$ cat config.mk
export PLATFORM = sky130hd
export DESIGN_NAME = debounce_multi
export DESIGN_NICKNAME = d
export VERILOG_FILES = /design/src/rtl/debounce_multi.sv
export SDC_FILE = /design/constraint.sdc
export NUM_CORES = 1
export LEC_CHECK = 0
export ABC_AREA = 1
export CORE_MARGIN = 2
export CORE_UTILIZATION = 59
export CTS_BUF_LIST = sky130_fd_sc_hd__clkbuf_8
export DETAILED_ROUTE_END_ITERATION = 16
export GPL_TIMING_DRIVEN = 0
export PLACE_DENSITY_LB_ADDON = 0.1
export SETUP_SLACK_MARGIN = 0.1
export SYNTH_ARGS = -nofsm -noshare
export SYNTH_HDL_FRONTEND = slang
export SYNTH_SLANG_ARGS = --single-unit
$ cat constraint.sdc
create_clock -name clk -period 2.13 [get_ports clk]
set_input_delay 0.426 -clock clk [delete_from_list [all_inputs] [get_ports clk]]
set_output_delay 0.426 -clock clk [all_outputs]
set_load 0.02 [all_outputs]
$ cat src/rtl/debounce_multi.sv
// debounce_multi: per-channel 2-flop synchroniser, stability counter and registered edge strobes.
// Latency: clean_out follows a stable input change after STABLE_CYCLES+2 edges; strobes align with the new level.
// Backpressure: none, free-running; DEBOUNCE_REPEAT_EN adds hold/auto-repeat strobes (repeat_pulse).
module debounce_multi #(
  parameter int N_CH          = 4,
  parameter int STABLE_CYCLES = 16384,
  parameter int RESET_LEVEL   = 0
`ifdef DEBOUNCE_REPEAT_EN
  ,
  parameter int HOLD_CYCLES   = 25_000_000,
  parameter int REPEAT_CYCLES = 5_000_000
`endif
) (
  input  logic            clk,
  input  logic            rst,
  input  logic [N_CH-1:0] bouncy_in,
  output logic [N_CH-1:0] clean_out,
  output logic [N_CH-1:0] rise_pulse,
  output logic [N_CH-1:0] fall_pulse
`ifdef DEBOUNCE_REPEAT_EN
  ,
  output logic [N_CH-1:0] repeat_pulse
`endif
);

  localparam int               CNT_W    = $clog2(STABLE_CYCLES + 1);
  localparam logic [CNT_W-1:0] CNT_LAST = CNT_W'(STABLE_CYCLES - 1);
  localparam logic             RL       = (RESET_LEVEL != 0);

  logic [N_CH-1:0]  meta;
  logic [N_CH-1:0]  sync;
  logic [N_CH-1:0]  flip;
  logic [CNT_W-1:0] cnt [N_CH];

  // flip[i]: this edge is the terminal count, clean_out[i] takes sync[i]
  always_comb begin
    flip = '0;
    for (int i = 0; i < N_CH; i++) begin
      flip[i] = (sync[i] != clean_out[i]) && (cnt[i] == CNT_LAST);
    end
  end

  always_ff @(posedge clk) begin
    if (rst) begin
      meta       <= {N_CH{RL}};
      sync       <= {N_CH{RL}};
      clean_out  <= {N_CH{RL}};
      rise_pulse <= '0;
      fall_pulse <= '0;
      for (int i = 0; i < N_CH; i++) begin
        cnt[i] <= '0;
      end
    end else begin
      meta       <= bouncy_in;
      sync       <= meta;
      clean_out  <= clean_out ^ flip;
      rise_pulse <= flip & sync;
      fall_pulse <= flip & ~sync;
      for (int i = 0; i < N_CH; i++) begin
        if ((sync[i] == clean_out[i]) || flip[i]) begin
          cnt[i] <= '0;
        end else begin
          cnt[i] <= cnt[i] + CNT_W'(1);
        end
      end
    end
  end

`ifdef DEBOUNCE_REPEAT_EN
  localparam int                HOLD_W    = $clog2(HOLD_CYCLES + 1);
  localparam int                REP_W     = $clog2(REPEAT_CYCLES + 1);
  localparam logic [HOLD_W-1:0] HOLD_LAST = HOLD_W'(HOLD_CYCLES);
  localparam logic [REP_W-1:0]  REP_LAST  = REP_W'(REPEAT_CYCLES - 1);

  logic [N_CH-1:0]   clean_nxt;
  logic [HOLD_W-1:0] hold_cnt [N_CH];
  logic [REP_W-1:0]  rep_cnt  [N_CH];

  assign clean_nxt = clean_out ^ flip;

  // hold_cnt = cycles since the rise cycle, saturating at HOLD_CYCLES; rep_cnt then paces repeats
  always_ff @(posedge clk) begin
    if (rst) begin
      repeat_pulse <= '0;
      for (int i = 0; i < N_CH; i++) begin
        hold_cnt[i] <= '0;
        rep_cnt[i]  <= '0;
      end
    end else begin
      for (int i = 0; i < N_CH; i++) begin
        repeat_pulse[i] <= 1'b0;
        if (!clean_nxt[i] || (flip[i] && sync[i])) begin
          hold_cnt[i] <= '0;
          rep_cnt[i]  <= '0;
        end else if (hold_cnt[i] != HOLD_LAST) begin
          hold_cnt[i]     <= hold_cnt[i] + HOLD_W'(1);
          rep_cnt[i]      <= '0;
          repeat_pulse[i] <= (hold_cnt[i] == HOLD_LAST - HOLD_W'(1));
        end else if (rep_cnt[i] == REP_LAST) begin
          rep_cnt[i]      <= '0;
          repeat_pulse[i] <= 1'b1;
        end else begin
          rep_cnt[i] <= rep_cnt[i] + REP_W'(1);
        end
      end
    end
  end
`endif

endmodule

# Yosys cells after proc, flatten, opt, wreduce, memory -nomap -nowiden
# Memory sizes are Yosys's and may differ from the RTL's.
# Cells that the tools add are included.
# totals
register_bits	20
ram_bits	60
elab_cells	76
mem_count	1
# classes
n_addsub	4
eq_ne	12
mux	34
bitwise_logic	12
n_reduce_logical	8
# mem_list
name	words	width	read_ports	rd_ports_with_merged_regs	wr	line_no	text
cnt	4	15	4	0	4	33	logic [CNT_W-1:0] cnt [N_CH];
# op_table
operator	count
15-bit two-way mux	8
15-bit by 1-bit adder with 15-bit output (second input constant)	4
15-bit by 14-bit equality test with 1-bit output (second input constant)	4
1-bit two-way mux	26
4-bit bitwise AND	2
1-bit OR	8
1-bit equality test	4
1-bit logical AND	4
1-bit logical OR	4
1-bit inequality test	4
4-bit inverter	1
4-bit XOR	1

# Depth between registers and ports, before layout
# Gate-level depths: netlist of the first run.
# depth
ltp_word	8
depth_mapped	9
depth_no_buf	8

# Worst setup path after synthesis of the first run
# OpenSTA, ideal clock, no wires.
# synth_timing
kind	flip-flop to flip-flop
startpoint	mem cnt[2][0] (netlist bit)
endpoint	mem cnt[2][10] (netlist bit), data pin
setup_ps	254
arrival_ps	1313
t_required_ps	1876
setup_slack_ps	562
path_stages_with_launch	8
n_path_buf	1
synth_period_minus_slack_ps	1568
cell_sequence	edfxtp_1 ha_1 nand3_2 nor2_4 nand2_4 o21ai_2 buf_6 nor2_2
# synth_lines
item	line_no
from (decl)	33

==> results of run 1 <==
==> registers in the layout (all words and copies together), names as in the netlist, named ones only <==
signal and count:
fall_pulse 4, rise_pulse 4, meta 4, cnt 60, sync 4
==> cells by family (layout without fill, tap and decap cells) <==
kind of cell,count (synthesis),in the layout
AO/OA/AOI/OAI,11,11
flip-flops,80,80
adder cells (fa/ha/maj),4,4
other,1,60
AND/OR/NAND/NOR,275,275
buffers and inverters,72,105
XOR/XNOR,34,34
==> stage by stage <==
| step | area, µm² | utilization | std cells | hold WS (ps) |
|---|---|---|---|---|
| after global placement | 4700 | 0.688 | 649 | 390 |
| after floorplan | 4410 | - | 536 | 388 |
| final | 4890 | 0.715 | 665 | 404 |
| after detailed placement | 4700 | 0.688 | 649 | 397 |
| after CTS | 4890 | 0.715 | 665 | 409 |
| after global routing | 4890 | 0.715 | 665 | 422 |
==> cell usage in the layout, fill, tap and decap left out <==
cell type / n
sky130_fd_sc_hd__nand2_1: 101
sky130_fd_sc_hd__nor2_1: 85
sky130_fd_sc_hd__inv_1: 69
sky130_fd_sc_hd__edfxtp_1: 60
sky130_fd_sc_hd__conb_1: 60
sky130_fd_sc_hd__nand3_1: 30
sky130_fd_sc_hd__nor2_2: 26
sky130_fd_sc_hd__xor2_1: 22
sky130_fd_sc_hd__dfxtp_1: 20
sky130_fd_sc_hd__clkdlybuf4s50_1: 17
sky130_fd_sc_hd__xnor2_1: 12
sky130_fd_sc_hd__nand4_1: 11
sky130_fd_sc_hd__clkbuf_8: 10
sky130_fd_sc_hd__nor2_4: 4
sky130_fd_sc_hd__a21oi_1: 4
sky130_fd_sc_hd__nand2_2: 4
sky130_fd_sc_hd__and3_1: 4
sky130_fd_sc_hd__ha_1: 4
sky130_fd_sc_hd__nor3_2: 2
sky130_fd_sc_hd__o21ai_2: 2
sky130_fd_sc_hd__buf_4: 2
sky130_fd_sc_hd__nand3_2: 2
sky130_fd_sc_hd__buf_6: 2
sky130_fd_sc_hd__nor3_1: 2
sky130_fd_sc_hd__o21bai_1: 2
sky130_fd_sc_hd__clkinv_2: 2
sky130_fd_sc_hd__nand2_4: 1
sky130_fd_sc_hd__or2_2: 1
sky130_fd_sc_hd__buf_2: 1
sky130_fd_sc_hd__a31oi_1: 1
sky130_fd_sc_hd__nand3b_1: 1
sky130_fd_sc_hd__and2_0: 1
sky130_fd_sc_hd__o21ai_4: 1
sky130_fd_sc_hd__o31ai_1: 1
sky130_fd_sc_hd__bufinv_16: 1
sky130_fd_sc_hd__clkinv_1: 1
==> final timing paths <==
path                                      to  slack, ps       from  depth (start not counted)
worst max-delay path            clean_out[1]        360       flop                          1
worst min-delay path                 sync[2]        400    meta[2]                          2
worst max register to register    cnt[2][10]        360  cnt[2][0]                          7
worst min register to register       sync[2]        400    meta[2]                          2
==> tightest hold or removal path, delay by kind of cell, from the launching register on <==
family	cells	cell delay [ps]
buffers and inverters	1	40
flip-flops	1	300
AND/OR/NAND/NOR	1	30
==> routing by layer <==
layer  vias to the layer above  share of wire  global-route usage
li1                       1625              -                   -
met1                      1362           0.49               0.252
met2                        36           0.47               0.299
met3                        11          0.024              0.0392
met4                         0          0.017              0.0840
met5                         -              0                   0
==> area by class of cell <==
class                      count  share of cell area
inverter                      67              0.0515
clock buffer                  10              0.0282
timing repair buffer          17              0.0348
sequential                    80               0.451
tap                           96              0.0246
clock inverter                 6              0.0105
multi-input combinational    384               0.391
buffer                         5             0.00870
==> power by group <==
part           internal [mW]  total [mW]  leakage [nW]  switching (mW)
logic                 0.0556       0.150          1.18          0.0945
registers               1.73        1.78         0.782          0.0493
clock network          0.558        1.08         0.106           0.524
==> flow_summary.html, run 1 <==
<table>
<tr><th>Metric</th><th>Value</th></tr>
<tr><th colspan="2">STA</th></tr>
<tr><td>Time the worst path needs with I/O delays and setup</td><td>1770 ps</td></tr>
<tr><td>Setup skew after layout</td><td>8.88 ps</td></tr>
<tr><td>Endpoints failing setup</td><td>0</td></tr>
<tr><td>Final clock period utilization by the worst path</td><td>0.832</td></tr>
<tr><td>Max Fclk</td><td>564 MHz</td></tr>
<tr><td>Minimum setup slack in the final design</td><td>357 ps</td></tr>
<tr><td>Total negative slack for setup checks</td><td>0 ps</td></tr>
<tr><td>Hold violation count in the final report</td><td>0</td></tr>
<tr><td>Setup repair after global routing missed its margin</td><td>false</td></tr>
<tr><td>Count of final max-slew check failures</td><td>0</td></tr>
<tr><th colspan="2">Place</th></tr>
<tr><td>Number of buffer cells added on primary ports</td><td>17</td></tr>
<tr><td>DP Worst Slack</td><td>105 ps</td></tr>
<tr><td>Hpwl dp</td><td>5060 µm</td></tr>
<tr><td>Routability-driven placement congestion ratio</td><td>0.864</td></tr>
<tr><th colspan="2">Worst setup path</th></tr>
<tr><td>Setup crit end kind</td><td>primary output</td></tr>
<tr><td>Path type of the worst setup path</td><td>flop to primary output</td></tr>
<tr><td>Startpoint class of the critical path</td><td>flop</td></tr>
<tr><td>Critical path arrival</td><td>1350 ps</td></tr>
<tr><td>Count of buffering cells on the critical path with inverters included</td><td>1</td></tr>
<tr><td>Slowest stage cell, crit path</td><td>sky130_fd_sc_hd__clkdlybuf4s50_1</td></tr>
<tr><td>Worst Path Max Fanout</td><td>4</td></tr>
<tr><td>Cell-by-cell trace of the critical path</td><td>clkdlybuf4s50_1</td></tr>
<tr><td>Max incr delay on CP</td><td>630 ps</td></tr>
<tr><td>Critical path data required time</td><td>1700 ps</td></tr>
<tr><td>Top Family by Delay on Critical Path</td><td>buffers and inverters</td></tr>
<tr><th colspan="2">Die</th></tr>
<tr><td>Starting Density</td><td>0.613</td></tr>
<tr><td>Overall die height</td><td>88.2 µm</td></tr>
<tr><td>Width of the die</td><td>88.2 µm</td></tr>
<tr><td>Number of top-level pins</td><td>18</td></tr>
<tr><td>Die Footprint</td><td>0.00779 mm²</td></tr>
<tr><td>Core area</td><td>0.00683 mm²</td></tr>
<tr><td>Number of core rows</td><td>30</td></tr>
<tr><th colspan="2">Logic synthesis</th></tr>
<tr><td>Top-count cell post-synth</td><td>sky130_fd_sc_hd__nand2_1</td></tr>
<tr><td>Mux cell area share after synthesis</td><td>0</td></tr>
<tr><td>Synth area leaders</td><td>sky130_fd_sc_hd__edfxtp_1 (43%), sky130_fd_sc_hd__dfxtp_1 (9.6%), sky130_fd_sc_hd__nand2_1 (9.1%)</td></tr>
<tr><td>Share of synthesized area occupied by flip-flops and latches</td><td>0.526</td></tr>
<tr><td>Simple-gate area share of the yosys netlist</td><td>0.300</td></tr>
<tr><td>Cell type with the highest aggregate area in the netlist</td><td>sky130_fd_sc_hd__edfxtp_1</td></tr>
<tr><td>Leading register cell type out of synthesis</td><td>sky130_fd_sc_hd__edfxtp_1</td></tr>
<tr><td>Share of async-settable or async-resettable flops after synthesis</td><td>0</td></tr>
<tr><td>Number of flops mapped to enable cells by yosys</td><td>60</td></tr>
<tr><td>Complex-gate fraction of the synthesized area</td><td>0.0197</td></tr>
<tr><td>Syn Std Cell Area</td><td>0.00419 mm²</td></tr>
<tr><td>Number of warnings issued by yosys</td><td>0</td></tr>
<tr><td>Commonest cells in the synthesized netlist</td><td>sky130_fd_sc_hd__nand2_1 (101), sky130_fd_sc_hd__nor2_1 (85), sky130_fd_sc_hd__inv_1 (67)</td></tr>
<tr><td>Top cell type's share of synthesized area</td><td>0.430</td></tr>
<tr><td>Synth Area in XOR/XNOR</td><td>0.0711</td></tr>
<tr><td>Number of synthesized register bits</td><td>80</td></tr>
<tr><td>Mapped Cells</td><td>477</td></tr>
<tr><td>Synth Area in Adders</td><td>0.0120</td></tr>
<tr><td>Yosys cell types</td><td>31</td></tr>
<tr><td>Combinational family with the most area after synthesis</td><td>simple AND/OR/NAND/NOR gates</td></tr>
<tr><td>Mapped Avg Cell Area</td><td>8.78 µm²</td></tr>
<tr><th colspan="2">Clock tree</th></tr>
<tr><td>Post-CTS repair timing setup buffer count</td><td>0</td></tr>
<tr><td>Sink count of the clock tree</td><td>80</td></tr>
<tr><td>Clock latency on the worst-skew pair</td><td>340 ps</td></tr>
<tr><td>Number of H-tree levels</td><td>3</td></tr>
<tr><td>CTS buffer count</td><td>9</td></tr>
<tr><td>Clock-pin transition on the worst setup and hold timing paths</td><td>80 ps</td></tr>
<tr><td>TritonCTS clock tree</td><td>built</td></tr>
<tr><td>Number of buffers on the longest clock path</td><td>2</td></tr>
<tr><td>Number of hold-repair buffers added at the cts stage</td><td>0</td></tr>
<tr><td>Cts repair resizes</td><td>0</td></tr>
<tr><td>CTS root buf</td><td>sky130_fd_sc_hd__clkbuf_8</td></tr>
<tr><th colspan="2">Outcome</th></tr>
<tr><td>Run status</td><td>complete, no violations</td></tr>
<tr><th colspan="2">Routing</th></tr>
<tr><td>Via count</td><td>3034</td></tr>
<tr><td>Mean number of vias per cell</td><td>4.56</td></tr>
<tr><td># DRC</td><td>0</td></tr>
<tr><td>Post-DRT Antenna Nets</td><td>0</td></tr>
<tr><td>Final Routed Wirelength</td><td>6690 µm</td></tr>
<tr><td>1st-pass router iterations</td><td>4</td></tr>
<tr><td>Wire per inst</td><td>10.1 µm</td></tr>
<tr><td>Initial DRC Count</td><td>86</td></tr>
<tr><th colspan="2">Finish</th></tr>
<tr><td>Flip-flop and latch area</td><td>0.00220 mm²</td></tr>
<tr><td>Growth of design area from synthesis to finish</td><td>16.7%</td></tr>
<tr><td>Proportion of layout cells with a drive suffix above 1</td><td>0.107</td></tr>
<tr><td>Final-layout fill cell count</td><td>542</td></tr>
<tr><td>Diodes inserted</td><td>0</td></tr>
<tr><td>Net count of the finished layout</td><td>574</td></tr>
<tr><td>Multi-input combinational cell area</td><td>0.00191 mm²</td></tr>
<tr><th colspan="2">Global route</th></tr>
<tr><td>Overflow after GRT</td><td>0</td></tr>
<tr><td>Gr usage total</td><td>0.189</td></tr>
<tr><td>Pin count of the biggest net entering global routing</td><td>13</td></tr>
<tr><td>Number of antenna violations at the first check in global routing</td><td>0</td></tr>
<tr><td>Number of global-route vias before repair</td><td>2759</td></tr>
<tr><td>Wire length of the first global-routing pass</td><td>11500 µm</td></tr>
<tr><th colspan="2">Min path</th></tr>
<tr><td>Class of the most critical hold timing path</td><td>flop to flop</td></tr>
<tr><th colspan="2">Flow run</th></tr>
<tr><td>Max_cap viols</td><td>0</td></tr>
<tr><th colspan="2">Power</th></tr>
<tr><td>Maximum vdd ir drop</td><td>383 µV</td></tr>
<tr><td>Total power</td><td>3.01 mW</td></tr>
<tr><td>Leakage power figure</td><td>2.07 nW</td></tr>
<tr><td>Pwr dens</td><td>616 mW/mm²</td></tr>
</table>
Power figures use the tool's default switching activity.
==> run 2: changes to the inputs <==
Settings changed: CORE_UTILIZATION 59 to 57.
Clock period 2.13 ns to 1.56 ns, I/O delays scaled along.
==> run 2 against run 1 <==
Against the previous run:
- the run now ends with negative setup slack left
- register-to-register slack got worse by 440 ps
- count of clock-buffer cells in the layout is the same
- critical path type is now flop to flop
- via count is 13% higher
- sequential power increased by 37%
- global-route usage grew 2.7 points
- setup slack worse by 440 ps
- clock skew is 5.7 ps higher
- critical endpoint is now cnt[2][2]
- flip-flop and latch count unchanged
- final cell count increased by 8.0%
- clock power grew 28%
- non-clock buffer count up 50
- largest cell class is now multi-input gates
- wire length up 39%
==> flow_summary.html, run 2 (synthesis results as in run 1) <==
<table>
<tr><th>Metric</th><th>Value</th></tr>
<tr><th colspan="2">Outcome</th></tr>
<tr><td>Run status</td><td>complete, but fails checks</td></tr>
<tr><td>Violations in the final reports</td><td>negative setup slack</td></tr>
<tr><th colspan="2">Global route</th></tr>
<tr><td>Wire length of the first global-routing pass</td><td>14200 µm</td></tr>
<tr><td>Number of global-route vias before repair</td><td>3379</td></tr>
<tr><td>Gr usage total</td><td>0.216</td></tr>
<tr><td>Overflow after GRT</td><td>0</td></tr>
<tr><td>Pin count of the biggest net entering global routing</td><td>15</td></tr>
<tr><td>Number of antenna violations at the first check in global routing</td><td>0</td></tr>
<tr><th colspan="2">STA</th></tr>
<tr><td>Hold slack</td><td>410 ps</td></tr>
<tr><td>Hold violation count in the final report</td><td>0</td></tr>
<tr><td>Final clock period utilization by the worst path</td><td>1.05</td></tr>
<tr><td>Count of final max-slew check failures</td><td>0</td></tr>
<tr><td>Time the worst path needs with I/O delays and setup</td><td>1640 ps</td></tr>
<tr><td>Endpoints failing setup</td><td>18</td></tr>
<tr><td>Setup skew after layout</td><td>14.6 ps</td></tr>
<tr><td>Minimum setup slack in the final design</td><td>-80.3 ps</td></tr>
<tr><td>Setup repair after global routing missed its margin</td><td>true</td></tr>
<tr><td>Max Fclk</td><td>610 MHz</td></tr>
<tr><th colspan="2">Place</th></tr>
<tr><td>Routability-driven placement congestion ratio</td><td>0.861</td></tr>
<tr><td>Number of buffer cells added on primary ports</td><td>17</td></tr>
<tr><td>Hpwl dp</td><td>5460 µm</td></tr>
<tr><th colspan="2">Finish</th></tr>
<tr><td>Growth of design area from synthesis to finish</td><td>39.5%</td></tr>
<tr><td>Proportion of layout cells with a drive suffix above 1</td><td>0.299</td></tr>
<tr><td>Final-layout fill cell count</td><td>438</td></tr>
<tr><td>Leading cell type in the layout, fill and taps excluded</td><td>sky130_fd_sc_hd__nand2_1</td></tr>
<tr><td>Flip-flop and latch area</td><td>0.00220 mm²</td></tr>
<tr><td>Finished Core Util</td><td>0.814</td></tr>
<tr><td>Top library cells by usage in the layout, fill and taps aside</td><td>sky130_fd_sc_hd__nand2_1 (93), sky130_fd_sc_hd__inv_1 (64), sky130_fd_sc_hd__edfxtp_1 (60), sky130_fd_sc_hd__conb_1 (60), sky130_fd_sc_hd__nor2_1 (46)</td></tr>
<tr><td>Largest register FFs</td><td>60</td></tr>
<tr><td>Net count of the finished layout</td><td>624</td></tr>
<tr><td>Register name with the most flops</td><td>cnt</td></tr>
<tr><td>Multi-input combinational cell area</td><td>0.00240 mm²</td></tr>
<tr><td>Diodes inserted</td><td>0</td></tr>
<tr><th colspan="2">Routing</th></tr>
<tr><td>Initial DRC Count</td><td>151</td></tr>
<tr><td>1st-pass router iterations</td><td>5</td></tr>
<tr><td>Final Routed Wirelength</td><td>9310 µm</td></tr>
<tr><td>Via count</td><td>3437</td></tr>
<tr><td>Post-DRT Antenna Nets</td><td>0</td></tr>
<tr><td># DRC</td><td>0</td></tr>
<tr><td>Wire per inst</td><td>13.0 µm</td></tr>
<tr><td>Mean number of vias per cell</td><td>4.79</td></tr>
<tr><th colspan="2">Clock tree</th></tr>
<tr><td>Clock-pin transition on the worst setup and hold timing paths</td><td>80 ps</td></tr>
<tr><td>Number of buffers on the longest clock path</td><td>2</td></tr>
<tr><td>Clock latency on the worst-skew pair</td><td>350 ps</td></tr>
<tr><td>Number of H-tree levels</td><td>3</td></tr>
<tr><td>TritonCTS clock tree</td><td>built</td></tr>
<tr><td>CTS buffer count</td><td>9</td></tr>
<tr><td>CTS root buf</td><td>sky130_fd_sc_hd__clkbuf_8</td></tr>
<tr><td>Number of hold-repair buffers added at the cts stage</td><td>0</td></tr>
<tr><td>Sink count of the clock tree</td><td>80</td></tr>
<tr><th colspan="2">Worst setup path</th></tr>
<tr><td>Max incr delay on CP</td><td>430 ps</td></tr>
<tr><td>Slowest stage cell, crit path</td><td>sky130_fd_sc_hd__edfxtp_1</td></tr>
<tr><td>Register-to-Register Setup Slack</td><td>-80 ps</td></tr>
<tr><td>Count of buffering cells on the critical path with inverters included</td><td>2</td></tr>
<tr><td>Critical path arrival</td><td>1740 ps</td></tr>
<tr><td>Critical path data required time</td><td>1660 ps</td></tr>
<tr><td>Cell-by-cell trace of the critical path</td><td>ha_4 -&gt; nand3_4 -&gt; nor2_4 -&gt; nand2_4 -&gt; o21ai_4 -&gt; buf_6 -&gt; buf_16 -&gt; nor2_2</td></tr>
<tr><td>Worst reg2reg path startpoint</td><td>cnt[2][1]</td></tr>
<tr><td>Worst R2R Path Depth</td><td>8</td></tr>
<tr><td>Capture point of the worst reg-to-reg path</td><td>cnt[2][2]</td></tr>
<tr><td>Worst Path Max Fanout</td><td>5</td></tr>
<tr><td>Top Family by Delay on Critical Path</td><td>flip-flops</td></tr>
<tr><td>Startpoint class of the critical path</td><td>flop</td></tr>
<tr><td>Setup crit end kind</td><td>flop</td></tr>
<tr><td>Path type of the worst setup path</td><td>flop to flop</td></tr>
<tr><th colspan="2">Min path</th></tr>
<tr><td>Class of the most critical hold timing path</td><td>flop to flop</td></tr>
<tr><td>Worst hold path stage count</td><td>2</td></tr>
<tr><td>Capture endpoint of the worst hold path</td><td>sync[2]</td></tr>
<tr><td>Hold Path Origin</td><td>meta[2]</td></tr>
<tr><th colspan="2">Power</th></tr>
<tr><td>Clock share of power</td><td>0.333</td></tr>
<tr><td>Maximum vdd ir drop</td><td>632 µV</td></tr>
<tr><td>Leakage power figure</td><td>2.50 nW</td></tr>
<tr><td>NetSw</td><td>1.03 mW</td></tr>
<tr><td>Combinational group share of total power</td><td>0.079</td></tr>
<tr><td>Sequential Power Share</td><td>0.589</td></tr>
<tr><td>Pwr dens</td><td>709 mW/mm²</td></tr>
<tr><td>Switching part of the total</td><td>0.249</td></tr>
<tr><td>Int Pwr</td><td>3.11 mW</td></tr>
<tr><th colspan="2">Flow run</th></tr>
<tr><td>Max_cap viols</td><td>0</td></tr>
<tr><th colspan="2">Die</th></tr>
<tr><td>Number of core rows</td><td>31</td></tr>
<tr><td>Core area</td><td>0.00718 mm²</td></tr>
<tr><td>Overall die height</td><td>89.7 µm</td></tr>
<tr><td>Number of top-level pins</td><td>18</td></tr>
<tr><td>Width of the die</td><td>89.7 µm</td></tr>
<tr><td>Starting Density</td><td>0.583</td></tr>
<tr><td>Die Footprint</td><td>0.00805 mm²</td></tr>
</table>
[run 2: changes by cell type in the layout (fill, tap and decap cells not counted), moves of 6 or more]
cell,previous run,this run
sky130_fd_sc_hd__buf_4,2,32
sky130_fd_sc_hd__buf_6,2,16
sky130_fd_sc_hd__clkdlybuf4s50_1,17,4
sky130_fd_sc_hd__dlygate4sd2_1,0,12
sky130_fd_sc_hd__nand2_1,101,93
sky130_fd_sc_hd__nand2_4,1,7
sky130_fd_sc_hd__nand3_1,30,21
sky130_fd_sc_hd__nand3_2,2,8
sky130_fd_sc_hd__nor2_1,85,46
sky130_fd_sc_hd__nor2_2,26,34
sky130_fd_sc_hd__nor2_4,4,35
[run 2: worst min-delay path, delay by kind of cell (launching register included)]
family | cells | cell delay (ps)
flops | 1 | 310
buf+inv | 1 | 40
simple gates | 1 | 30
[run 2: power by group through the flow]
stage | combinational (mW) | sequential [mW] | clock, mW
detailed placement | 0.204 | 2.48 | 0
finish | 0.326 | 2.44 | 1.38
floorplan | 0.164 | 2.46 | 0
global route | 0.362 | 2.45 | 1.52
CTS | 0.261 | 2.43 | 1.40
global placement | 0.200 | 2.47 | 0
[run 2: area by class of cell]
type	instances	area share
well taps	99	0.0212
clock buffers	10	0.0236
flip-flops and latches	80	0.377
repair buffers	67	0.108
clock inverters	6	0.00621
multi-input cells	384	0.411
inverters	67	0.0431
plain buffers	5	0.0105
[run 2: per-layer routing]
layer  vias to the layer above  track usage  routed length, µm
met2                        78        0.396               5030
li1                       1731            -                  -
met3                        20       0.0377                302
met4                         0       0.0782                180
met1                      1608        0.254               3790
met5                         -            0                  0
[run 2: metrics by stage]
| step | setup TNS (ps) | instances | total power, mW | instance area [µm²] | worst slack (ps) |
|---|---|---|---|---|---|
| after floorplan | 0 | 536 | 2.62 | 4450 | 11.4 |
| after global placement | -10390 | 652 | 2.67 | 4740 | -322 |
| after detailed placement | -11650 | 652 | 2.68 | 4740 | -348 |
| after CTS | -886 | 703 | 4.10 | 5410 | -70.8 |
| after global routing | -3050 | 718 | 4.33 | 5840 | -133 |
| final | -838 | 718 | 4.14 | 5840 | -80.3 |
[run 2: worst max-delay path by stage]
stage / from / endpoint / slack (ps) / depth (start not counted)
CTS: cnt[2][1] / cnt[2][1] / -70 / 8
finish: cnt[2][1] / cnt[2][2] / -80 / 8
global placement: rst / cnt[0][10] / -320 / 6
global route: cnt[2][1] / cnt[2][10] / -130 / 8
detailed placement: rst / cnt[0][10] / -350 / 6
floorplan: cnt[2][0] / cnt[2][10] / 10 / 7
[run 2: what timing repair did]
| action | in CTS | in global routing |
|---|---|---|
| endpoints found under the setup margin | 66 | 65 |
| pin swaps | 37 | 44 |
| buffers inserted | 31 | 16 |
| gates resized for setup | 60 | 87 |
| cloned | 4 | 0 |
